File: src/rtl/qam_mapper_multi.sv
// Gray-coded QPSK/16-QAM/64-QAM mapper: serial bits in, signed I/Q words out.
// Ports: clk, rst (async high); bit_* handshake in; sym_* handshake out; mode_err sticky.
module qam_mapper_multi #(
  parameter int width_data = 16
) (
  input  logic                  clk,
  input  logic                  rst,
  input  logic [1:0]            mode,
  input  logic                  bit_in,
  input  logic                  bit_valid,
  input  logic                  bit_last,
  output logic                  bit_ready,
  output logic [width_data-1:0] sym_I,
  output logic [width_data-1:0] sym_Q,
  output logic                  sym_valid,
  output logic                  sym_last,
  input  logic                  sym_ready,
  output logic                  mode_err
);

  // sel: 0 = QPSK, 1 = 16-QAM, 2 = 64-QAM (reserved folds to QPSK)
  logic [2:0]            bit_cnt_q, bit_cnt_d;
  logic [5:0]            shreg_q, shreg_d;
  logic [1:0]            mode_q, mode_d;
  logic                  mode_err_q, mode_err_d;
  logic [width_data-1:0] sym_i_q, sym_i_d;
  logic [width_data-1:0] sym_q_q, sym_q_d;
  logic                  sym_valid_q, sym_valid_d;
  logic                  sym_last_q, sym_last_d;

  logic [1:0] sel_in, sel_eff;
  logic       at_end, accept, complete;
  logic [5:0] bits_now;
  logic [2:0] g_i, g_q;
  logic [3:0] lvl_i, lvl_q;

  // Gray code -> binary index n, then level = 2n - (2^m - 1).
  function automatic logic [3:0] map_lvl(
    input logic [2:0] g,
    input logic [1:0] sel
  );
    logic [2:0] n;
    logic [2:0] ofs;
    n[2] = g[2];
    n[1] = g[2] ^ g[1];
    n[0] = n[1] ^ g[0];
    ofs  = {sel[1], |sel, 1'b1};
    return {n, 1'b0} - {1'b0, ofs};
  endfunction

  always_comb begin
    sel_in   = (mode == 2'b11) ? 2'b00 : mode;
    sel_eff  = (bit_cnt_q == 3'd0) ? sel_in : mode_q;
    at_end   = (bit_cnt_q == {sel_eff, 1'b1});
    // A completing bit may not overwrite a symbol that is still waiting.
    bit_ready = !((at_end || (bit_valid && bit_last))
                  && sym_valid_q && !sym_ready);
    accept   = bit_valid && bit_ready;
    complete = accept && (at_end || bit_last);

    // Positions past bit_cnt are still zero, which gives the padding.
    bits_now = shreg_q;
    bits_now[bit_cnt_q] = bit_in;

    case (sel_eff)
      2'd0: begin
        g_i = {2'b00, bits_now[0]};
        g_q = {2'b00, bits_now[1]};
      end
      2'd1: begin
        g_i = {1'b0, bits_now[0], bits_now[1]};
        g_q = {1'b0, bits_now[2], bits_now[3]};
      end
      default: begin
        g_i = {bits_now[0], bits_now[1], bits_now[2]};
        g_q = {bits_now[3], bits_now[4], bits_now[5]};
      end
    endcase
    lvl_i = map_lvl(g_i, sel_eff);
    lvl_q = map_lvl(g_q, sel_eff);

    bit_cnt_d   = bit_cnt_q;
    shreg_d     = shreg_q;
    mode_d      = mode_q;
    mode_err_d  = mode_err_q;
    sym_i_d     = sym_i_q;
    sym_q_d     = sym_q_q;
    sym_last_d  = sym_last_q;
    sym_valid_d = sym_valid_q && !sym_ready;

    if (accept) begin
      if (bit_cnt_q == 3'd0) begin
        mode_d = sel_in;
        if (mode == 2'b11) mode_err_d = 1'b1;
      end
      if (complete) begin
        bit_cnt_d   = 3'd0;
        shreg_d     = 6'd0;
        sym_i_d     = {lvl_i, {(width_data-4){1'b0}}};
        sym_q_d     = {lvl_q, {(width_data-4){1'b0}}};
        sym_last_d  = bit_last;
        sym_valid_d = 1'b1;
      end else begin
        bit_cnt_d = bit_cnt_q + 3'd1;
        shreg_d   = bits_now;
      end
    end
  end

  always_ff @(posedge clk or posedge rst) begin
    if (rst) begin
      bit_cnt_q   <= '0;
      shreg_q     <= '0;
      mode_q      <= '0;
      mode_err_q  <= 1'b0;
      sym_i_q     <= '0;
      sym_q_q     <= '0;
      sym_valid_q <= 1'b0;
      sym_last_q  <= 1'b0;
    end else begin
      bit_cnt_q   <= bit_cnt_d;
      shreg_q     <= shreg_d;
      mode_q      <= mode_d;
      mode_err_q  <= mode_err_d;
      sym_i_q     <= sym_i_d;
      sym_q_q     <= sym_q_d;
      sym_valid_q <= sym_valid_d;
      sym_last_q  <= sym_last_d;
    end
  end

  assign sym_I     = sym_i_q;
  assign sym_Q     = sym_q_q;
  assign sym_valid = sym_valid_q;
  assign sym_last  = sym_last_q;
  assign mode_err  = mode_err_q;

endmodule

File: config.mk
export PLATFORM = sky130hd
export DESIGN_NAME = qam_mapper_multi
export DESIGN_NICKNAME = d
export VERILOG_FILES = /design/src/rtl/qam_mapper_multi.sv
export SDC_FILE = /design/constraint.sdc
export NUM_CORES = 1
export LEC_CHECK = 0
export BUFFER_PORTS_ARGS = -buffer_cell sky130_fd_sc_hd__buf_2
export CORE_UTILIZATION = 30
export DETAILED_ROUTE_END_ITERATION = 6
export PLACE_DENSITY_LB_ADDON = 0.05
export SLEW_MARGIN = 10
export SYNTH_ARGS = -nofsm -noshare
export SYNTH_HDL_FRONTEND = slang
export SYNTH_SLANG_ARGS = --single-unit
File: constraint.sdc
create_clock -name clk -period 5.7 [get_ports clk]
set_clock_uncertainty 0.2 [all_clocks]
set_input_delay 0 -clock clk [delete_from_list [all_inputs] [get_ports clk]]
set_output_delay 0 -clock clk [all_outputs]
set_load 0.005 [all_outputs]
==> flow_summary.toml, run 1 <==
[run_status]
status = "finished clean"

[route]
firstDrtPassIters = 4
ant_nets = 0
wirelength_microns = 2870
vias = 1026
drc = 0
post_drt_wl_per_cell_microns = 12.0
drtIter0Drc = 22
vias_per_cell = 4.29

[clock_tree]
clkSinkCount = 21
cts_buffer_depth = 2
clkSlewWorstSetupHoldPaths_ps = 80
cts.repair.resized = 0
cts-htree-levels = 1
clock_latency_ps = 260
cts_tree = "built"
numCtsBuffers = 3
cts_root_buffer = "clkbuf_8"

[synthesis]
avgSynthCellArea_sq_um = 10.4
synth.distinct_cells = 38
ys_warn_count = 0
ys_ff_latch = 21
ys_seq_area_share_pct = 35.0
syn-cell-area_sq_mm = 0.00150
synthCells = 145

[worst_setup_path]
crit_slowest_cell = "dfrtp_1"
required_ps = 5650
start_kind = "register"
rrSetupSlack_ps = 2390
cp-endpoint = "sym_Q[15]"
reg2reg_depth = 11
critical_path_class = "reg2reg"
endpoint_kind = "register"
critPathMaxFanout = 9
r2r_start = "bit_cnt_q[0]"
max_stage_delay_ps = 440
arrival_ps = 3270
cp_cell_sequence = "inv_1 -> ha_1 -> and4bb_2 -> a21oi_2 -> inv_1 -> o21ai_0 -> xnor2_1 -> ha_1 -> fa_1 -> xnor2_1 -> mux2_2"
timing.rr.end = "sym_Q[15]"
cp-startpoint = "bit_cnt_q[0]"

[floorplan]
core_area_sq_mm = 0.00479
die_w_microns = 72.8
io_pins = 44
start_util_pct = 31.4
die_h_microns = 72.8
die_area_sq_mm = 0.00530
rows = 25

[grt]
grt_pass1_vias = 1032
grt_use_total_pct = 12.4
antenna_found_initial = 0
gr-total-overflow = 0
grt_pass1_wl_microns = 4870
grt_max_degree = 22

[sta]
clock.fmax_mhz = 302
worst_pin_slew_ps = 863
holdWs_ps = 184
fin_tns_setup_ps = 0
rsz0062_at_grt = "no"
final-setup-viol-count = 0
finalMaxSlewViolations = 0
relSlewSlack_pct = 42.4
finalCriticalPeriod_ps = 3310
finalHoldViolations = 0
fin_crit_sh_pct = 58.1

[pwr]
power_frac_clock_pct = 13.9
powerDensity_mw_per_mm2 = 432
p_int_uw = 437
p_leak_uw = 0.000768
power_uw = 728
irDropWorstVdd_v = 0.000138
p_sw_share_pct = 40.0
power.switching_uw = 291
combPwrFrac_pct = 54.6
pwr-share-seq_pct = 31.5

[cells_and_area]
area_growth_pct = 12.2
num-fill-cells = 492
nets = 186
n_antenna_cell = 0
final_layout_size_suffix_gt1_share_pct = 24.4

[place]
portBuffers = 19
dp_hpwl_microns = 2210
gp_congestion = 0.792

[run]
maxCapViolCount = 0

[min_path]
hp-class = "in2reg"
[per-layer routing]
layer | up-vias | wire length, microns | GRT usage, %
li1 | 501 | - | -
met1 | 487 | 1360 | 15.3
met2 | 33 | 1370 | 21.3
met3 | 5 | 84 | 2.07
met4 | 0 | 53 | 5.66
met5 | - | 0 | 0
[worst min-delay path by stage]
stage / start / endpoint / slack, ps / cells after the start
floorplan: rst / bit_cnt_q[0] / -220 / 1
global placement: rst / sym_Q[12] / 20 / 2
detailed placement: rst / sym_I[14] / 30 / 2
CTS: mode[0] / mode_q[0] / 190 / 4
global route: mode[0] / mode_q[0] / 210 / 4
finish: mode[0] / mode_q[0] / 180 / 4
[state kept, by name (all words and copies together), names as in the netlist]
name	cells
bit_cnt_q	3
mode_err	1
mode_q	2
shreg_q	6
sym_I	3
sym_Q	4
sym_last	1
sym_valid	1
[cell families (layout without fill, tap and decap cells)]
group / Yosys count / count (layout) / share of synthesized area (%)
flops: 21 / 21 / 35.0
buf+inv: 35 / 39 / 16.2
compound gates: 19 / 19 / 10.6
mux: 17 / 17 / 12.2
xor+xnor: 7 / 7 / 5.33
simple gates: 40 / 40 / 15.2
fa+ha+maj: 5 / 5 / 5.16
other cells: 1 / 24 / 0.250
[cell usage in the layout (no fill, tap or decap), types with 2 or more instances in the layout]
cell type      count
dlygate4sd3_1      9
o2bb2ai_1          6
ha_1               3
clkbuf_8           3
or3_2              2
o21ai_0            4
mux2i_1            9
nor3_1             3
nand2_1           11
o22ai_1            2
or2_2              2
buf_2             19
conb_1            24
nor3b_1            2
inv_1              7
nor2_1             7
dfrtp_1           21
xnor2_1            3
nand3_1            5
fa_1               2
mux2_2             7
xor2_1             3
[metrics by stage]
stage	instances	utilization (%)	area, sq um	setup WS (ps)
after detailed placement	226	32.4	1550	2420
after CTS	239	35.2	1690	2400
final	239	35.2	1690	2390
after floorplan	168	-	1590	2650
after global placement	226	32.4	1550	2450
after global routing	239	35.2	1690	2090
[repair_timing]
item / in CTS / in global routing
hold endpoints to repair: 30 / 0
hold buffers: 9 / 0
setup buffers: 0 / 0
[cell type report]
| cell class | instances | area, sq um | area share (%) |
|---|---|---|---|
| multi-input combinational | 112 | 820 | 48.6 |
| clock buffer | 4 | 45.0 | 2.67 |
| inverter | 7 | 26.3 | 1.56 |
| sequential | 21 | 526 | 31.2 |
| timing repair buffer | 28 | 185 | 11.0 |
| tap | 67 | 83.8 | 4.97 |
[power groups by stage]
stage                     Combinational (uW)  Sequential, uW  Clock (uW)
after floorplan                          316             230           0
after global placement                   396             232           0
after detailed placement                 394             233           0
after CTS                                405             230         106
after global routing                     454             238         109
final                                    398             229         101
[critical path: cells and delay by family (launching register included)]
| kind | cells | cell delay [ps] |
|---|---|---|
| xor gates and xnor gates | 2 | 230 |
| adders and majority gates | 3 | 850 |
| DFF | 1 | 440 |
| muxes | 1 | 260 |
| and+or+nand+nor | 1 | 260 |
| buffers and inverters | 2 | 370 |
| AOI/OAI and AO/OA | 2 | 580 |
[synthesized netlist by cell type, drive strengths merged]
library cell | instances | share of area, %
nor2b | 1 | 0.42
nand2b | 1 | 0.92
xor2 | 3 | 1.7
fa | 2 | 2.7
inv | 7 | 1.7
and2b | 1 | 0.50
buf | 28 | 14
dfrtp | 21 | 35
o211a | 1 | 0.67
or2b | 1 | 0.58
xnor2 | 4 | 3.6
mux2 | 8 | 6.2
and4bb | 1 | 0.83
a21o | 1 | 0.50
o2bb2ai | 6 | 3.5
o21ai | 5 | 1.7
a2111oi | 1 | 1.8
ha | 3 | 2.5
or2 | 3 | 1.2
nand3 | 5 | 1.7
nor3 | 3 | 1.0
o22ai | 2 | 0.83
or3 | 2 | 1.0
a32o | 1 | 0.67
nand2 | 11 | 2.7
nand3b | 1 | 0.75
mux2i | 9 | 6.0
conb | 1 | 0.25
a21oi | 2 | 0.92
nor4 | 1 | 0.83
nor2 | 7 | 1.7
nor3b | 2 | 1.0
(Power assumes the default switching activity.)
==> inputs of run 2 (changes only) <==
--- a/config.mk
+++ b/config.mk
@@ -5,6 +5,7 @@
 export SDC_FILE = /design/constraint.sdc
 export NUM_CORES = 1
 export LEC_CHECK = 0
+export ABC_AREA = 1
 export BUFFER_PORTS_ARGS = -buffer_cell sky130_fd_sc_hd__buf_2
 export CORE_UTILIZATION = 30
 export DETAILED_ROUTE_END_ITERATION = 6
==> constraint.sdc (replaced) <==
create_clock -name clk -period 3.15 [get_ports clk]
set_clock_uncertainty 0.2 [all_clocks]
set_input_delay 0 -clock clk [delete_from_list [all_inputs] [get_ports clk]]
set_output_delay 0 -clock clk [all_outputs]
set_load 0.005 [all_outputs]
==> flow_summary.toml, run 2 <==
[grt]
grt_max_degree = 22
grt_pass1_vias = 1118
gr-total-overflow = 0
grt_use_total_pct = 12.7
grt_pass1_wl_microns = 5310
antenna_found_initial = 0

[route]
drtIter0Drc = 70
vias = 1242
ant_nets = 0
post_drt_wl_per_cell_microns = 10.8
wirelength_microns = 3210
firstDrtPassIters = 4
drc = 0
vias_per_cell = 4.20

[place]
gp_congestion = 0.831
dp_hpwl_microns = 2430
portBuffers = 19

[clock_tree]
clkSlewWorstSetupHoldPaths_ps = 80
cts-htree-levels = 1
cts_tree = "built"
cts_buffer_depth = 2
cts_root_buffer = "clkbuf_8"
clock_latency_ps = 260
numCtsBuffers = 3
clkSinkCount = 21

[sta]
rsz0062_at_grt = "no"
final-setup-viol-count = 0
clock.fmax_mhz = 340
finalHoldViolations = 0
fin_crit_sh_pct = 93.2
finalCriticalPeriod_ps = 2940
fin_tns_setup_ps = 0
worst_pin_slew_ps = 859
finalMaxSlewViolations = 0
relSlewSlack_pct = 42.7

[cells_and_area]
largest-register = "shreg_q"
n_antenna_cell = 0
final_cell_mix = "nand2_1 (53), conb_1 (24), dfrtp_1 (21), buf_2 (19), inv_1 (15)"
final_layout_size_suffix_gt1_share_pct = 24.3
post-route-util_pct = 34.3
final_common_cell = "nand2_1"
nets = 240
area_growth_pct = 10.3
largest_register_ffs = 6

[synthesis]
synthFlopType = "dfrtp_1"
ys_seq_area_share_pct = 33.3
ys_ff_latch = 21
syn-cell-area_sq_mm = 0.00158
synth.most_common_cell = "nand2_1"
avgSynthCellArea_sq_um = 7.84
synthCells = 201
synth.distinct_cells = 30
yosysTopAreaCell = "dfrtp_1"
synthArstFlopShare_pct = 100
ys_warn_count = 0
synth_commonest_cells = "nand2_1 (53), buf_4 (25), dfrtp_1 (21), inv_1 (16), nand3_1 (14)"
synth-edff-count = 0
synth_area_leaders = "dfrtp_1 (33%), nand2_1 (13%), buf_4 (12%)"
synth_top_area_share_pct = 33.3

[floorplan]
die_h_microns = 74.5
die_area_sq_mm = 0.00555
io_pins = 44
core_area_sq_mm = 0.00507
start_util_pct = 31.1
die_w_microns = 74.5
rows = 26

[min_path]
worstHoldStart = "bit_in"
hp-class = "in2reg"

[worst_setup_path]
required_ps = 3100
r2r_start = "bit_cnt_q[0]"
endpoint_kind = "register"
critPathMaxFanout = 8
arrival_ps = 2890
start_kind = "register"
cp-startpoint = "bit_cnt_q[0]"
critical_path_class = "reg2reg"

[pwr]
irDropWorstVdd_v = 0.000285
p_leak_uw = 0.000912
powerDensity_mw_per_mm2 = 952
power_uw = 1660

[run_status]
status = "finished clean"

[run]
maxCapViolCount = 0
[run 2: cell families after synthesis]
kind of cell    count (synthesis)  synth area share, %
xor+xnor                        5                 3.25
other cells                     1                0.238
buf+inv                        50                 19.6
fa+ha+maj                       5                 4.92
flops                          21                 33.3
simple gates                   95                 28.7
compound gates                 24                 10.0
[run 2: what timing repair did]
| item | CTS | global route |
|---|---|---|
| resized for setup | 0 | 2 |
| setup endpoints to repair | 0 | 1 |
| setup buffers | 0 | 0 |
| endpoints found under the hold margin | 30 | 0 |
| hold buffers | 7 | 0 |
[run 2: final cells by class]
cell class	instances	area [sq um]
clock buffer	4	45.0
fill	573	3340
inverter	22	85.1
multi-input combinational	153	831
sequential	21	526
tap	70	87.6
timing repair buffer	26	165
[run 2: critical path: stages (launching register included)]
cell and delay (ps):
dfrtp_1 440, inv_2 130, ha_2 230, inv_2 50, nor2_4 120, nand2_2 80
nand2_2 130, inv_2 100, nand2_1 90, o21ai_2 70, xnor2_2 170, xor2_1 150
ha_1 200, fa_1 380, xnor2_1 200, o21ai_2 80
[run 2: routing by layer]
| layer | track usage (%) | wire length, microns | up-vias | share of wire [%] |
|---|---|---|---|---|
| li1 | - | - | 626 | - |
| met1 | 17.5 | 1510 | 570 | 47 |
| met2 | 20.5 | 1560 | 44 | 49 |
| met3 | 1.22 | 127 | 2 | 4.0 |
| met4 | 4.82 | 14 | 0 | 0.44 |
| met5 | 0 | 0 | - | 0 |
[run 2: worst paths after layout]
| check | to | slack (ps) | depth (start not counted) |
|---|---|---|---|
| setup / recovery | sym_Q[15] | 210 | 15 |
| hold / removal | shreg_q[5] | 40 | 3 |
| setup reg to reg | sym_Q[15] | 210 | 15 |
| hold reg to reg | mode_err | 270 | 1 |
| max in group asynchronous | mode_q[1] | 1960 | 3 |
| min in group asynchronous | mode_q[0] | 260 | 3 |
[run 2: power by group]
group          leakage, uW  switching [uW]  internal [uW]  total, uW
Sequential        0.000261            73.3            374        447
Combinational     0.000628             639            389       1030
Clock            0.0000228            90.4           90.2        181
[run 2: through the flow]
stage	hold slack, ps	instances	instance area, sq um	setup WS [ps]
6_report	36.9	296	1740	213
5_1_grt	72.7	296	1740	5.79
4_1_cts	29.9	296	1740	133
3_5_place_dp	-10.6	285	1620	163
3_3_place_gp	-11.8	285	1620	260
2_1_floorplan	-223	224	1660	391
